<file path="config.mk">
export PLATFORM = sky130hd
export DESIGN_NAME = alu_sequencer
export DESIGN_NICKNAME = d
export VERILOG_FILES = /design/src/rtl/alu_sequencer.sv
export SDC_FILE = /design/constraint.sdc
export NUM_CORES = 1
export LEC_CHECK = 0
export ABC_AREA = 1
export CORE_MARGIN = 8
export CORE_UTILIZATION = 40
export CTS_BUF_LIST = sky130_fd_sc_hd__clkbuf_16
export DETAILED_ROUTE_END_ITERATION = 10
export HOLD_SLACK_MARGIN = 0.1
export PLACE_DENSITY = 0.76
export SETUP_SLACK_MARGIN = 0.2
export SLEW_MARGIN = 20
export SYNTH_ARGS = -nofsm -noshare
export SYNTH_HDL_FRONTEND = slang
export SYNTH_SLANG_ARGS = --single-unit
</file>
<file path="constraint.sdc">
create_clock -name clk -period 2.3 [get_ports clk]
set_input_delay 0.345 -clock clk [delete_from_list [all_inputs] [get_ports clk]]
set_output_delay 0.345 -clock clk [all_outputs]
set_load 0.005 [all_outputs]
</file>
<file path="src/rtl/alu_sequencer.sv">
// ============================================================================
// alu_sequencer
// ----------------------------------------------------------------------------
// Upstream control stage for the small gate-level ALU. A command (A, B, op)
// is accepted over a valid/ready handshake and its operands are driven onto
// the ALU from registers, so they stay stable while the ALU's gate-delay paths
// settle. After a programmable number of clocks the ALU outputs are captured
// into an output buffer with its own valid/ready handshake. The last captured
// result is kept in an accumulator so commands can chain on it.
//
// Parameters
//   WIDTH          operand/result width (must match the ALU)
//   SETTLE_CYCLES  clocks between driving the ALU inputs and sampling its
//                  outputs; 0 is treated as 1
//
// Ports
//   clk, rst_n          rising-edge clock, asynchronous active-low reset
//   in_valid/in_ready   command handshake
//   in_a, in_b, in_op   operands and op (00 A+B, 01 A-B, 10 |A-B|,
//                       11 (A+B) arithmetic shift right by 1)
//   in_acc              use the accumulator instead of in_a as A
//   alu_a/alu_b/alu_op  registered operands to the ALU
//   alu_result/alu_zero/alu_overflow   ALU outputs
//   out_valid/out_ready result handshake
//   out_result/out_zero/out_overflow/out_op   captured result and flags
//   busy                high while a command is settling or waiting to drain
// ============================================================================
module alu_sequencer #(
    parameter int WIDTH         = 4,
    parameter int SETTLE_CYCLES = 3
) (
    input  logic             clk,
    input  logic             rst_n,
    input  logic             in_valid,
    output logic             in_ready,
    input  logic [WIDTH-1:0] in_a,
    input  logic [WIDTH-1:0] in_b,
    input  logic [1:0]       in_op,
    input  logic             in_acc,
    output logic [WIDTH-1:0] alu_a,
    output logic [WIDTH-1:0] alu_b,
    output logic [1:0]       alu_op,
    input  logic [WIDTH-1:0] alu_result,
    input  logic             alu_zero,
    input  logic             alu_overflow,
    output logic             out_valid,
    input  logic             out_ready,
    output logic [WIDTH-1:0] out_result,
    output logic             out_zero,
    output logic             out_overflow,
    output logic [1:0]       out_op,
    output logic             busy
);

    // A zero settle time would mean sampling on the same edge the operands
    // are launched, so it is clamped to one clock.
    localparam int EFF_SETTLE = (SETTLE_CYCLES < 1) ? 1 : SETTLE_CYCLES;
    localparam int CNT_W      = (EFF_SETTLE > 1) ? $clog2(EFF_SETTLE) : 1;
    localparam logic [CNT_W-1:0] CNT_LOAD = CNT_W'(EFF_SETTLE - 1);

    typedef enum logic [1:0] {
        IDLE   = 2'd0,
        SETTLE = 2'd1,
        OUT    = 2'd2
    } state_t;

    state_t             r_state;
    logic [CNT_W-1:0]   r_count;
    logic [WIDTH-1:0]   r_acc;
    logic [WIDTH-1:0]   r_aluA;
    logic [WIDTH-1:0]   r_aluB;
    logic [1:0]         r_aluOp;
    logic               r_outValid;
    logic [WIDTH-1:0]   r_outResult;
    logic               r_outZero;
    logic               r_outOverflow;
    logic [1:0]         r_outOp;

    logic               w_inReady;
    logic               w_accept;
    logic [WIDTH-1:0]   w_loadA;

    // In OUT the sequencer can take a new command only on the same edge the
    // current result drains, so readiness follows the consumer directly.
    always_comb begin
        w_inReady = 1'b0;
        case (r_state)
            IDLE:    w_inReady = 1'b1;
            OUT:     w_inReady = out_ready;
            default: w_inReady = 1'b0;
        endcase
    end

    assign w_accept = in_valid && w_inReady;

    // In OUT the accumulator already holds the result being consumed, so a
    // chained command on the drain edge picks up that value.
    assign w_loadA = in_acc ? r_acc : in_a;

    always_ff @(posedge clk or negedge rst_n) begin
        if (!rst_n) begin
            r_state       <= IDLE;
            r_count       <= '0;
            r_acc         <= '0;
            r_aluA        <= '0;
            r_aluB        <= '0;
            r_aluOp       <= '0;
            r_outValid    <= 1'b0;
            r_outResult   <= '0;
            r_outZero     <= 1'b0;
            r_outOverflow <= 1'b0;
            r_outOp       <= '0;
        end else begin
            case (r_state)
                IDLE: begin
                    if (w_accept) begin
                        r_aluA  <= w_loadA;
                        r_aluB  <= in_b;
                        r_aluOp <= in_op;
                        r_count <= CNT_LOAD;
                        r_state <= SETTLE;
                    end
                end
                SETTLE: begin
                    if (r_count != '0) begin
                        r_count <= r_count - CNT_W'(1);
                    end else begin
                        r_outResult   <= alu_result;
                        r_outZero     <= alu_zero;
                        r_outOverflow <= alu_overflow;
                        r_outOp       <= r_aluOp;
                        r_acc         <= alu_result;
                        r_outValid    <= 1'b1;
                        r_state       <= OUT;
                    end
                end
                OUT: begin
                    if (out_ready) begin
                        r_outValid <= 1'b0;
                        if (w_accept) begin
                            r_aluA  <= w_loadA;
                            r_aluB  <= in_b;
                            r_aluOp <= in_op;
                            r_count <= CNT_LOAD;
                            r_state <= SETTLE;
                        end else begin
                            r_state <= IDLE;
                        end
                    end
                end
                default: begin
                    r_state    <= IDLE;
                    r_outValid <= 1'b0;
                end
            endcase
        end
    end

    assign in_ready     = w_inReady;
    assign alu_a        = r_aluA;
    assign alu_b        = r_aluB;
    assign alu_op       = r_aluOp;
    assign out_valid    = r_outValid;
    assign out_result   = r_outResult;
    assign out_zero     = r_outZero;
    assign out_overflow = r_outOverflow;
    assign out_op       = r_outOp;
    assign busy         = (r_state != IDLE);

endmodule

</file>
* After elaboration in Yosys (flattened, before gate mapping) *
Index checks and enable logic that the tools add are counted.

storage, ports and cells
  input port bits = 21
  latch bits = 0
  bits in writable memories = 0
  register bits = 23
  memory bits (read-only) = 0
  word-level logic and storage cells = 53
  memories = 0

cells by class
  reductions and logical operators = 11
  bitwise operators = 2
  $mul = 0
  muxes and demuxes = 23
  equal/unequal tests = 6
  order comparisons = 0
  shifts and indexed selects = 0
  divide/modulo/power cells = 0
  add/sub/neg operators = 1

operators by type and width
  operator             count
  $mux 4               5
  $mux 2               8
  $pmux 4 s2           2
  $pmux 2 s3           2
  $reduce_and 3->1     3
  $ne 2x2->1 const B   4
  $reduce_bool 2->1    3
  $pmux 2 s2           1
  $reduce_and 2->1     2
  $mux 1               3
  $pmux 1 s3           1
  $reduce_bool 3->1    1
  $eq 2x1->1 const B   1
  $eq 2x2->1 const B   1
  $logic_not 2->1      1
  $not 1->1            2
  $pmux 1 s2           1
  $sub 2x1->2 const B  1
  $logic_and 1x1->1    1

* Longest topological paths before layout *
Gate-level depths: netlist of run 1.

  word-level depth = 6
  gate-level depth with buffers = 8
  depth with buffers taken out = 7

* Least setup slack after synthesis of run 1 *
Ideal clock, no wire load.

  kind = flip-flop to flip-flop
  start point = register r_count[0]
  end point = register r_count[1]
  clock period less this slack = 1.141 ns
  path slack = 1.159 ns
  stages on the path, launching flop included = 9
  arrival = 1.025 ns
  path buffers = 1
  data required time = 2.184 ns
  cells stage by stage = dfrtp_1 > inv_1 > ha_1 > buf_2 > inv_1 > nand2_1 > nand2_1 > nand2_1 > nand2_1

on the way
  longest elaborated chain between the ends = 3

ends and longest elaborated chain
  what                                                     line      RTL
  start, declared                                          68        logic [CNT_W-1:0] r_count;
  start signal, assigned                                   126       r_count <= r_count - CNT_W'(1);
  $sub 2x1->2 / $reduce_bool 2->1 (equally long branches)  126, 125
  $mux 2 / $ne 2x2->1 (equally long branches)              -
  $pmux 2 s3 / $reduce_and 3->1 (equally long branches)    -

Several ways; a longest one is shown, not always the timed one. The select of a mux whose other input is x is not followed.
A chain may end at the register's enable or synchronous reset.

* Final worst setup path of run 1 *
  start point = input out_ready
  end point = output in_ready

on the way
  longest elaborated chain between the ends = 1

ends and longest elaborated chain
  what             line  RTL
  start, declared  47    input logic out_ready,
  $pmux 1 s2       87    case (r_state)
  end, declared    35    output logic in_ready,

No other way between the ends.

==> results.txt, run 1 <==
----------------------------------------------------
[Timing]
  Tightest slew margin relative to the limit ... 72.7%
  Total Neg Setup Slack ... 0 ns
  Pin slew with the least headroom to its limit ... 0.409 ns
  Final Critical Period ... 1.91 ns
  Hold Violations, Final ... 0
  Endpoints failing setup ... 0
  Final WS setup ... 0.390 ns
  Setup repair after global routing missed its margin ... false
  Achievable clock frequency ... 524 MHz
  Final Max Slew Viols ... 0
  Clock Skew ... 0.00286 ns
  Fraction of the cycle the final worst path needs ... 83.0%

[Job]
  Max-capacitance violation count ... 0

[Floorplan]
  Core Rows ... 18
  Core Region ... 2450 um^2
  Top-level I/O count ... 42
  Height of the die ... 66.4 um
  Width of the die ... 66.4 um
  Initial core utilization ... 41.4%
  DIE AREA ... 4410 um^2

[Clocking]
  Number of post-CTS setup repair buffers ... 0
  Clock insertion delay at the later pin of the skew report ... 0.25 ns
  Max H-tree Level ... 1
  Number of clock sinks ... 23
  Worst-path clk slew ... 0.06 ns
  CTS tree ... built
  Root cell of the clock tree ... clkbuf_16
  Max Root-Sink Buffers ... 2
  Number of resized instances in the post-cts repair step ... 0
  TritonCTS buffer count ... 3
  Cts-stage hold buffer count ... 0

[Worst setup path]
  Critical Path Start ... out_ready
  Critical path capture point type ... output port
  Destination of the worst register-to-register timing path ... r_count[1]$_DFFE_PN0P_
  Data arrival at the endpoint of the critical path ... 1.56 ns
  Startpoint kind of the worst setup timing path ... primary input
  Path type of the worst setup path ... primary input to output port
  Setup slack on the worst flop-to-flop path ... 0.86 ns
  Data required, critical path ... 1.96 ns
  Worst reg2reg path startpoint ... r_count[0]$_DFFE_PN0P_
  Biggest fanout along the worst timing path ... 3
  Worst setup path endpoint ... in_ready
  Length in cells of the worst reg-to-reg path ... 7

[Route]
  DRT Pass-1 Iters ... 4
  Residual antenna-violating net count after detailed routing ... 0
  Count of unresolved DRC violations after routing ... 0
  Via/cell ratio ... 4.80
  Overall via count from detail_route ... 907
  DRT Wirelength ... 2610 um
  Average wire length per cell after detail routing ... 13.8 um
  DR iter-0 viols ... 46

[Yosys]
  Ys async rst share ... 100%
  Total of warnings raised by yosys ... 0
  Most used standard cells in the synthesized netlist ... nand2_1 (46), dfrtp_1 (23), nand3_1 (17)
  Post-synthesis cell type with the largest combined area ... dfrtp_1
  Area share of the leading cell type in the synthesized netlist ... 56.6%
  Most used flip-flop cell after synthesis ... dfrtp_1
  Simple-Gate Fraction of Synth Area ... 30.6%
  Post-synthesis xor/xnor area fraction ... 0%
  Distinct cell type count after synthesis ... 16
  Arithmetic-cell share of the synthesized area counting full adders, half adders and majority gates ... 1.23%
  Dominant cells by area after synthesis ... dfrtp_1 (57%), nand2_1 (17%), nand3_1 (8.4%)
  Multiplexer share of the synthesized area ... 0%
  Largest family of logic cells by synthesized area ... simple AND/OR/NAND/NOR gates
  Number of synthesized flops with an enable pin ... 0
  Cell count after synthesis ... 115
  Area fraction in compound gates after synthesis ... 4.80%
  Post-synthesis instance area ... 1020 um^2
  Count leader, synth ... nand2_1
  Post-synthesis sequential element count ... 23
  Post-Synthesis Net Count ... 137
  Share of the yosys chip area belonging to registers ... 56.6%
  Post-Syn Area per Cell ... 8.85 um^2

[Pwr]
  Clock share of power ... 18.6%
  Cell area power density ... 1320 nW/um^2
  P_int ... 1.32 mW
  Combinational share of power ... 45.5%
  Leakage component of the power ... 0.764 nW
  Power dissipated by switching net loads ... 695 uW
  Tot Pwr ... 2.02 mW
  Maximum VDD drop ... 0.783 mV
  Switching part of the total ... 34.5%
  Part of the power in registers ... 35.9%

[Global route]
  Largest net degree at the start of global routing ... 24
  GRT Util Overall ... 12.9%
  Number of antenna violations at the first check in global routing ... 0
  First-pass GRT wire length ... 4460 um
  Grt ovf ... 0
  Number of global-route vias before repair ... 1011

[Hold path]
  Worst hold path class ... primary input to async pin

[Final layout]
  Final nets ... 182
  N_diodes ... 0
  Post-synthesis to final-layout area growth ... 50.3%
  Layout fillers ... 216
  Post-route design area ... 1530 um^2
  Share of final-layout standard cells stronger than drive strength 1 ... 7.55%

[Placed design]
  Placed cell areas ... 1450 um^2
  Worst Setup Slack post-DPL ... 0.397 ns
  Number of buffers inserted by port buffering ... 41
  Post-DP HPWL ... 2000 um
  Routability congestion estimate ... 0.762

[Run status]
  Result of the run ... complete, no violations

----------------------------------------------------
-- power groups by stage --
stage	sequential, mW	combinational, mW	clock (mW)
detailed placement	0.728	0.933	0
finish	0.724	0.919	0.375
floorplan	0.726	0.429	0
CTS	0.726	0.937	0.381
global placement	0.720	0.900	0
global route	0.751	1.03	0.402
-- final cells by class --
class | count | area, um^2 | share of cell area, %
Tap cell | 30 | 37.5 | 2.45
Clock inverter | 1 | 5.00 | 0.327
Sequential cell | 23 | 576 | 37.6
Inverter | 10 | 37.5 | 2.45
Timing Repair Buffer | 43 | 425 | 27.8
Clock buffer | 3 | 75.1 | 4.91
Multi-Input combinational cell | 79 | 373 | 24.4
-- cell families (layout without fill, tap and decap cells) --
kind of cell,count (synthesis),after routing
DFF,23,23
buffers and inverters,13,57
and+or+nand+nor,69,69
adders and majority gates,1,1
AOI/OAI and AO/OA,9,9
-- worst max-delay path: stages --
cell	delay (ns)
clkdlybuf4s50_1	0.46
inv_1	0.08
a21oi_2	0.15
clkdlybuf4s50_1	0.54
-- through the flow --
step	hold WS (ns)	instances	utilization, %
2_1_floorplan	0.0494	115	-
3_3_place_gp	0.459	185	59.0
3_5_place_dp	0.458	185	59.0
4_1_cts	0.457	189	62.3
5_1_grt	0.488	189	62.3
6_report	0.448	189	62.3
-- worst min path at each step --
| stage | end | slack (ns) | depth (start not counted) |
|---|---|---|---|
| floorplan | alu_a[0]$_DFFE_PN0P_ | 0.05 | 0 |
| global placement | out_zero$_DFFE_PN0P_ | 0.46 | 2 |
| detailed placement | out_op[1]$_DFFE_PN0P_ | 0.46 | 2 |
| CTS | alu_a[0]$_DFFE_PN0P_ | 0.46 | 2 |
| global route | out_result[2]$_DFFE_PN0P_ | 0.49 | 2 |
| finish | out_result[1]$_DFFE_PN0P_ | 0.45 | 2 |
-- routing by layer --
metal / vias to the layer above / track usage, % / share of wire, %
met5: - / 0 / 0
met4: 0 / 5.60 / 1.0
met3: 3 / 5.25 / 10
met2: 31 / 22.7 / 50
met1: 420 / 13.1 / 39
li1: 453 / - / -
-- sequential cells by signal, summed over array words and instances (netlist names) --
name and count:
alu_a 4, alu_b 4, alu_op 2, out_op 2, out_overflow 1, out_result 4
out_valid 1, out_zero 1, r_count 2, r_state 2
-- placed cells by master (no fill, tap or decap) --
| cell | n |
|---|---|
| nand2_1 | 46 |
| clkdlybuf4s50_1 | 41 |
| dfrtp_1 | 23 |
| nand3_1 | 17 |
| inv_1 | 10 |
| a21oi_1 | 4 |
| o21ai_0 | 4 |
| clkbuf_16 | 3 |
| nand2_2 | 2 |
| buf_4 | 2 |
| or2_2 | 1 |
| a21oi_2 | 1 |
| nor2_4 | 1 |
| nand3_4 | 1 |
| nand4_1 | 1 |
| ha_1 | 1 |
| clkinv_2 | 1 |
(Power assumes the default switching activity.)
==> run 2: changes to the inputs <==
--- a/config.mk
+++ b/config.mk
@@ -7,11 +7,11 @@
 export LEC_CHECK = 0
 export ABC_AREA = 1
 export CORE_MARGIN = 8
-export CORE_UTILIZATION = 40
+export CORE_UTILIZATION = 37
 export CTS_BUF_LIST = sky130_fd_sc_hd__clkbuf_16
 export DETAILED_ROUTE_END_ITERATION = 10
 export HOLD_SLACK_MARGIN = 0.1
-export PLACE_DENSITY = 0.76
+export PLACE_DENSITY = 0.73
 export SETUP_SLACK_MARGIN = 0.2
 export SLEW_MARGIN = 20
 export SYNTH_ARGS = -nofsm -noshare
==> constraint.sdc (replaced) <==
create_clock -name clk -period 1.7 [get_ports clk]
set_input_delay 0.255 -clock clk [delete_from_list [all_inputs] [get_ports clk]]
set_output_delay 0.255 -clock clk [all_outputs]
set_load 0.005 [all_outputs]
==> run 2 against run 1 <==
Global-route usage decreased by 0.99 points; die area up 6.1%; critical path depth fell by 3; register-to-register slack got worse by 0.48 ns; sequential share of layout area fell by 1.0 points; core utilization down 3.7 points; clock power increased by 30%; count of clock-buffer cells in the layout unchanged; via count decreased by 0.11%; first-iteration DRC count is 80% lower; setup slack got worse by 0.12 ns.
==> results.txt, run 2 (synthesis gave the netlist of run 1 again) <==
----------------------------------------------------
[Placed design]
  Routability congestion estimate ... 0.773 (+1.5%)
  Number of buffers inserted by port buffering ... 41 (unchanged)
  Post-DP HPWL ... 2060 um (+3.2%)
  Placed cell areas ... 1470 um^2 (+1.6%)
  Worst Setup Slack post-DPL ... 0.0254 ns (-0.371 ns)

[Worst setup path]
  Setup slack on the worst flop-to-flop path ... 0.38 ns (-0.48 ns)
  Delay contributed by the slowest stage of the critical path ... 0.54 ns (about the same)
  Critical-path cell list ... clkdlybuf4s50_1
  Data required, critical path ... 1.44 ns (-0.52 ns)
  Data arrival at the endpoint of the critical path ... 1.17 ns (-0.39 ns)
  Biggest fanout along the worst timing path ... 3 (unchanged)
  Critical path capture point type ... output port
  Length in cells of the worst reg-to-reg path ... 5 (-2)
  Top Family by Delay on Critical Path ... buffers and inverters
  Critical-path top delay cell ... clkdlybuf4s50_1
  Startpoint kind of the worst setup timing path ... flip-flop
  Buf+Inv Stages, Crit Path ... 1 (-2)
  Path type of the worst setup path ... flip-flop to output port
  Worst reg2reg path startpoint ... r_state[1]$_DFFE_PN0P_
  Destination of the worst register-to-register timing path ... out_result[2]$_DFFE_PN0P_

[Route]
  Average wire length per cell after detail routing ... 13.3 um (-3.9%)
  Overall via count from detail_route ... 906 (-0.11%)
  Via/cell ratio ... 4.62 (-3.7%)
  DR iter-0 viols ... 9 (-80%)
  DRT Pass-1 Iters ... 4 (unchanged)
  DRT Wirelength ... 2600 um (-0.31%)
  Count of unresolved DRC violations after routing ... 0 (unchanged)
  Residual antenna-violating net count after detailed routing ... 0 (unchanged)

[Clocking]
  TritonCTS buffer count ... 3 (unchanged)
  Max H-tree Level ... 1 (unchanged)
  Max Root-Sink Buffers ... 2 (unchanged)
  Number of clock sinks ... 23 (unchanged)
  Clock insertion delay at the later pin of the skew report ... 0.25 ns (about the same)
  Cts-stage hold buffer count ... 0 (unchanged)
  CTS tree ... built
  Root cell of the clock tree ... clkbuf_16
  Worst-path clk slew ... 0.05 ns (about the same)

[Final layout]
  Share of final-layout standard cells stronger than drive strength 1 ... 10.9% (+3.4 points)
  Post-synthesis to final-layout area growth ... 54.7%
  Final Util ... 58.6% (-3.7 points)
  Area used by multi-input combinational logic ... 373 um^2 (unchanged)
  N_diodes ... 0 (unchanged)
  Post-route design area ... 1570 um^2 (+2.9%)
  Most common library cell in the layout ignoring fill and taps ... nand2_1
  Final nets ... 188 (+3.3%)
  Highest-count cells in the layout ignoring fill and taps ... nand2_1 (46), clkdlybuf4s50_1 (39), dfrtp_1 (22)
  Layout fillers ... 234 (+8.3%)
  Footprint of the flip-flops and latches ... 577 um^2 (+0.22%)

[Job]
  Max-capacitance violation count ... 0 (unchanged)

[Timing]
  Final Critical Period ... 1.43 ns
  Final Max Slew Viols ... 0 (unchanged)
  Achievable clock frequency ... 700 MHz
  Total Neg Setup Slack ... 0 ns (unchanged)
  Endpoints failing setup ... 0 (unchanged)
  Fraction of the cycle the final worst path needs ... 84.0%
  Worst hold slack ... 0.351 ns (-0.0976 ns)
  Clock Skew ... 0.00267 ns (-0.000184 ns)
  Setup repair after global routing missed its margin ... false
  Pin slew with the least headroom to its limit ... 0.285 ns (-0.124 ns)
  Tightest slew margin relative to the limit ... 81.0% (+8.2 points)
  Final WS setup ... 0.271 ns (-0.119 ns)
  Hold Violations, Final ... 0 (unchanged)

[Global route]
  Largest net degree at the start of global routing ... 24 (unchanged)
  GRT Util Overall ... 11.9% (-0.99 points)
  Grt ovf ... 0 (unchanged)
  Number of antenna violations at the first check in global routing ... 0 (unchanged)
  Number of global-route vias before repair ... 917 (-9.3%)
  First-pass GRT wire length ... 4260 um (-4.5%)

[Pwr]
  Maximum VDD drop ... 1.08 mV (+38%)
  Cell area power density ... 1750 nW/um^2 (+32%)
  Leakage component of the power ... 0.796 nW (+4.1%)

[Floorplan]
  DIE AREA ... 4680 um^2 (+6.1%)
  Initial core utilization ... 37.9% (-3.6 points)
  Core Rows ... 19 (+1)
  Top-level I/O count ... 42 (unchanged)
  Width of the die ... 68.4 um (+3.0%)
  Height of the die ... 68.4 um (+3.0%)
  Core Region ... 2690 um^2 (+9.4%)

[Hold path]
  Worst hold path class ... primary input to async pin

[Run status]
  Result of the run ... complete, no violations

----------------------------------------------------
-- run 2: worst max path at each step --
stage          cells past startpoint                    from                      to
2_1_floorplan                      8  r_count[0]$_DFFE_PN0P_  r_count[1]$_DFFE_PN0P_
3_3_place_gp                       4               out_ready                in_ready
3_5_place_dp                       4               out_ready                in_ready
4_1_cts                            2  r_state[0]$_DFFE_PN0P_                    busy
5_1_grt                            4               out_ready                in_ready
6_report                           1   alu_op[1]$_DFFE_PN0P_               alu_op[1]
-- run 2: layout make-up --
type | instances | area share, %
Timing Repair Buffer | 49 | 29.8
Clock inverter | 1 | 0.238
Clock buffer | 3 | 4.77
Multi-Input combinational cell | 79 | 23.7
Sequential cell | 23 | 36.6
Inverter | 10 | 2.38
Tap cell | 31 | 2.46
-- run 2: per-layer routing --
layer	up-vias	GRT usage (%)	wire (um)
met2	12	20.9	1450
met1	423	13.5	1000
met5	-	0	0
met3	2	2.95	115
met4	0	4.60	21
li1	469	-	-
-- run 2: repair_timing --
item	in CTS	in global routing
pin swaps	0	0
setup buffers	1	2
gates resized for setup	3	1
setup endpoints to repair	2	1
-- run 2: per-stage QoR --
| step | total power [mW] | cells |
|---|---|---|
| after detailed placement | 2.26 | 189 |
| after CTS | 2.76 | 194 |
| after global placement | 2.21 | 189 |
| final | 2.75 | 196 |
| after floorplan | 1.56 | 115 |
| after global routing | 2.98 | 196 |
-- run 2: power breakdown --
part           switching (mW)  internal, mW
clock network           0.175         0.313
logic                   0.591         0.702
registers               0.160         0.809
==> edit 1: new RTL, flow settings as in run 2 <==
Make the reset (`rst_n`) synchronous in one clocked block. Comments in the files are not updated.
--- a/src/rtl/alu_sequencer.sv
+++ b/src/rtl/alu_sequencer.sv
@@ -97,7 +97,7 @@
     // chained command on the drain edge picks up that value.
     assign w_loadA = in_acc ? r_acc : in_a;
 
-    always_ff @(posedge clk or negedge rst_n) begin
+    always_ff @(posedge clk) begin
         if (!rst_n) begin
             r_state       <= IDLE;
             r_count       <= '0;
Check against the original RTL: differs if rst_n is asserted again (counterexample within 4 cycles, from zero or initial values and one cycle with rst_n low); with rst_n held inactive, the same outputs for 10 cycles.
==> edit 1 against run 2 <==
  * Sequential cell count unchanged
  * First-iteration DRC count rose to 3.4 times the old value
  * Highest routed layer unchanged
  * Clock skew about the same
  * Area after synthesis is 1.7% lower
  * Setup slack gained 0.025 ns
  * Routed wire length fell by 1.5%
  * Cell area shrank 3.9%
  * Via count rose by 9.9%
  * Final cell count increased by 12%
Power is not compared: it rests on default switching activity, and its combinational part moved more than twofold at a synthesized area within 25%.
==> edit 1: results (changes against run 2) <==
- Status: finished, final reports clean
- Detailed Route Iter0 Violations: 31 (+22)
- Syn_nets: 167 (+22%)
- Fillers: 243 (+3.8%)
- Crit path arrival time: 1.15 ns (-0.02 ns)
- Endpoint, Worst Hold: r_count[0]$_SDFFE_PN0P_
- Sequential fraction of the synthesis area: 0.461 (-0.105)
- Worst r2r src: r_count[0]$_SDFFE_PN0P_
- All-Layer GR Usage: 0.116 (-0.00363)
- Post-synth ARST share: 0 (-1.00)
- Top cells by count, synth: 38 x nor2_1, 30 x nand2_1, 23 x dfxtp_1, 23 x inv_1, 13 x o21ai_0
- Wire length of the first global-routing pass: 4.18 mm (-1.9%)
- Final Skew: 0.00247 ns (-0.000201 ns)
- Worst reg2reg endpoint: out_result[0]$_SDFFE_PN0P_
- R2R Setup Slk: 0.41 ns (+0.03 ns)
- Global placer's final weighted congestion: 0.710 (-8.1%)
- Ratio of cells with drive above 1 in the final layout: 0.0745 (-0.0346)
- Routed wire length: 2.56 mm (-1.5%)
- DP Wirelength: 2.04 mm (-1.3%)
- Min-delay worst type: flip-flop to flip-flop
- CP Launch Point: alu_op[0]$_SDFFE_PN0P_
- Num CTS Buffers: 3 (unchanged)
- Via count: 996 (+9.9%)
- Slew at the pin closest to its max-slew limit: 0.253 ns (-0.0322 ns)
- R2R depth: 6 (+1)
- Vias in the first global route: 978 (+6.7%)
- Count of different cell masters after synthesis: 15 (-1)
==> edit 1: cell types whose count changed after synthesis, sizes merged <==
cell / before / now
nand2: 48 / 31
clkbuf: 0 / 1
dfxtp: 0 / 23
or2: 1 / 0
buf: 3 / 4
nand3: 18 / 5
dfrtp: 23 / 0
o21ai: 4 / 13
nor2: 1 / 38
nand4: 1 / 0
inv: 10 / 24
==> edit 1: worst max-delay path by stage <==
stage | to | cells after the start | slack (ns)
2_1_floorplan | r_count[1]$_SDFFE_PN0P_ | 8 | 0.63
3_3_place_gp | in_ready | 4 | 0.04
3_5_place_dp | in_ready | 4 | 0.03
4_1_cts | out_result[0]$_SDFFE_PN0P_ | 6 | 0.25
5_1_grt | alu_op[0] | 1 | 0.24
6_report | alu_op[0] | 1 | 0.30
==> edit 1: power groups by stage <==
| stage | Sequential, W | Clock (W) | Combinational (W) |
|---|---|---|---|
| finish | 0.000622 | 0.000507 | 0.000304 |
| global route | 0.000629 | 0.000548 | 0.000341 |
| CTS | 0.000623 | 0.000519 | 0.000307 |
| detailed placement | 0.000634 | 0 | 0.000309 |
| global placement | 0.000631 | 0 | 0.000297 |
| floorplan | 0.000632 | 0 | 0.000144 |
==> edit 1: stage by stage <==
stage               utilization  cell area, um2  cells  setup WS [ns]
floorplan                     -            1000    145          0.628
global placement          0.536            1430    215         0.0443
detailed placement        0.536            1430    215         0.0340
CTS                       0.566            1510    219          0.254
global route              0.568            1510    219          0.239
finish                    0.568            1510    219          0.297
==> edit 1: cells by family (layout without fill, tap and decap cells) <==
family	Yosys count	count (layout)	synth area share
simple gates	74	74	0.299
buf+inv	29	72	0.134
flops	23	23	0.461
compound gates	18	18	0.0939
fa+ha+maj	1	1	0.0125
==> edit 1: metal layers <==
| layer | routed length (um) | GRT usage | up-vias |
|---|---|---|---|
| li1 | - | - | 518 |
| met1 | 1030 | 0.122 | 448 |
| met2 | 1310 | 0.208 | 26 |
| met3 | 190 | 0.0376 | 4 |
| met5 | 0 | 0 | - |
| met4 | 27 | 0.0460 | 0 |
==> edit 1: cell type report <==
type / instances / share of cell area
clock inverters: 1 / 0.00331
multi-input cells: 93 / 0.271
clock buffers: 3 / 0.0496
inverters: 24 / 0.0596
flip-flops and latches: 23 / 0.306
repair buffers: 44 / 0.285
well taps: 31 / 0.0256
==> edit 1: repair_timing <==
action	in CTS	in global routing
hold buffers	0	0
endpoints found under the hold margin	0	0
endpoints found under the setup margin	2	8
resized for setup	4	1
buffers inserted	0	0
==> edit 2: new RTL, flow settings as in run 2 <==
Without the edit above. `WIDTH`: 4 -> 6.
--- a/src/rtl/alu_sequencer.sv
+++ b/src/rtl/alu_sequencer.sv
@@ -26,7 +26,7 @@
 //   busy                high while a command is settling or waiting to drain
 // ============================================================================
 module alu_sequencer #(
-    parameter int WIDTH         = 4,
+    parameter int WIDTH         = 6,
     parameter int SETTLE_CYCLES = 3
 ) (
     input  logic             clk,
Ports: changed (6 resized); port bits go from 42 to 54. The function was not compared with the original's and may differ.
==> edit 2 against run 2 <==
  * Cell area increased by 27%
  * Register-to-register slack worse by 0.04 ns
  * Critical path depth is the same
  * Hold slack improved by 0.021 ns
  * Total power increased by 30%
  * Routed wire length increased by 30%
  * Fmax up 0.28%
  * Sequential power rose by 26%
  * Area after synthesis is 25% higher
  * Sequential cell count is 6 higher
  * Synthesized cell count grew 30%
  * Setup slack improved by 0.0040 ns
  * Non-clock buffer count is 10 higher
==> edit 2: results (changes against run 2) <==
- Status: finished, final reports clean
- Num CTS Buffers: 5 (+2)
- Wire length of the first global-routing pass: 5.57 mm (+31%)
- Vias in the first global route: 1224 (+33%)
- Sequential fraction of the synthesis area: 0.571 (+0.00506)
- Initial antenna violation count: 0 (unchanged)
- Lkg Pwr: 1.03 nW (+29%)
- Largest stage delay, worst path: 0.53 ns
- DRT Pass-1 Iters: 4 (unchanged)
- Number of diodes: 0 (unchanged)
- Ratio of cells with drive above 1 in the final layout: 0.0905 (-0.0186)
- Number of nets in the layout: 237 (+26%)
- Top cells by count, synth: 49 x nand2_1, 29 x dfrtp_1, 23 x inv_1
- DP Cell Count: 246 (+30%)
- Main synth FF type: dfrtp_1
- Min-delay worst type: input port to async pin
- Detailed Route Iter0 Violations: 63 (+54)
- DP Wirelength: 2.56 mm (+24%)
- Count of different cell masters after synthesis: 17 (+1)
- CP max-delay cell: clkdlybuf4s50_1
- Post-synth ARST share: 1.00 (unchanged)
- Syn_nets: 177 (+29%)
- Seq pwr share: 0.342 (-0.010)
- Crit-path leading delay family: buffers and inverters
- Post-synthesis cell count: 149 (+30%)
- EDFF count, synth: 0 (unchanged)
- Longest Clk Path Bufs: 2 (unchanged)
- Crit path arrival time: 1.17 ns (about the same)
- Routed wire length: 3.37 mm (+30%)
- Global placer's final weighted congestion: 0.769 (-0.54%)
- DR vias/cell: 4.59 (-0.62%)
- All-Layer GR Usage: 0.131 (+0.0122)
- Combinational power share: 0.433 (-0.037)
- VDD IR max: 0.959 mV (-11%)
- Overall Power: 0.00358 W (+30%)
- H-tree levels: 2 (+1)
- Clock insertion delay at the later pin of the skew report: 0.27 ns (+0.02 ns)
- Clock root buffer: clkbuf_16
- Port Buffer Count: 53 (+29%)
- Sw Share: 0.332 (-0.00421)
- Pin count of the biggest net entering global routing: 30 (+25%)
- Worst-path clk slew: 0.05 ns (about the same)
- Synth top area cells: dfrtp_1 57%, nand2_1 14%, inv_1 6.8%
- CP max FO: 3 (unchanged)
- Slew Limit Headroom: 0.754 (-0.0559)
- Final Skew: 0.00551 ns (+0.00283 ns)
- Yosys warns: 0 (unchanged)
- Post-Layout Cell Count: 256 (+31%)
edit 2: metrics by stage:
step	cell area [um2]	setup TNS (ns)	setup WS [ns]
3_5_place_dp	1860	-0.0330	-0.0330
5_1_grt	2000	0	0.238
4_1_cts	2010	0	0.195
3_3_place_gp	1860	0	0.00707
2_1_floorplan	1270	0	0.585
6_report	2000	0	0.275
edit 2: area by class of cell:
class	count	area, um2
timing repair buffer	59	582
clock inverter	3	13.8
sequential	29	726
clock buffer	5	125
tap	46	57.6
inverter	24	90.1
fill	306	1310
multi-input combinational	90	410
edit 2: cell families after synthesis:
group           Yosys count  share of synthesized area
buf+inv                  30                      0.106
simple gates             67                      0.226
fa+ha+maj                 1                    0.00984
compound gates           22                     0.0866
flops                    29                      0.571
edit 2: final timing paths:
path / startpoint / end / slack, ns / cells past startpoint
max in group asynchronous: rst_n / out_result[4]$_DFFE_PN0P_ / 1.06 / 2
setup reg to reg: r_state[1]$_DFFE_PN0P_ / out_result[2]$_DFFE_PN0P_ / 0.34 / 5
setup / recovery: alu_op[1]$_DFFE_PN0P_ / alu_op[1] / 0.28 / 1
min in group clk: out_overflow$_DFFE_PN0P_ / out_overflow$_DFFE_PN0P_ / 0.47 / 2
hold / removal: rst_n / out_result[2]$_DFFE_PN0P_ / 0.37 / 2
hold reg to reg: out_overflow$_DFFE_PN0P_ / out_overflow$_DFFE_PN0P_ / 0.47 / 2
edit 2: per-layer routing:
layer | up-vias | wire length, um | GRT usage
li1 | 580 | - | -
met1 | 551 | 1340 | 0.136
met2 | 41 | 1690 | 0.232
met3 | 4 | 296 | 0.0506
met4 | 0 | 41 | 0.0522
met5 | - | 0 | 0
edit 2: timing repair:
action,CTS,global route
setup buffers,2,0
cloned,0,0
gates resized for setup,2,2
setup endpoints to repair,2,1
hold buffers,0,0
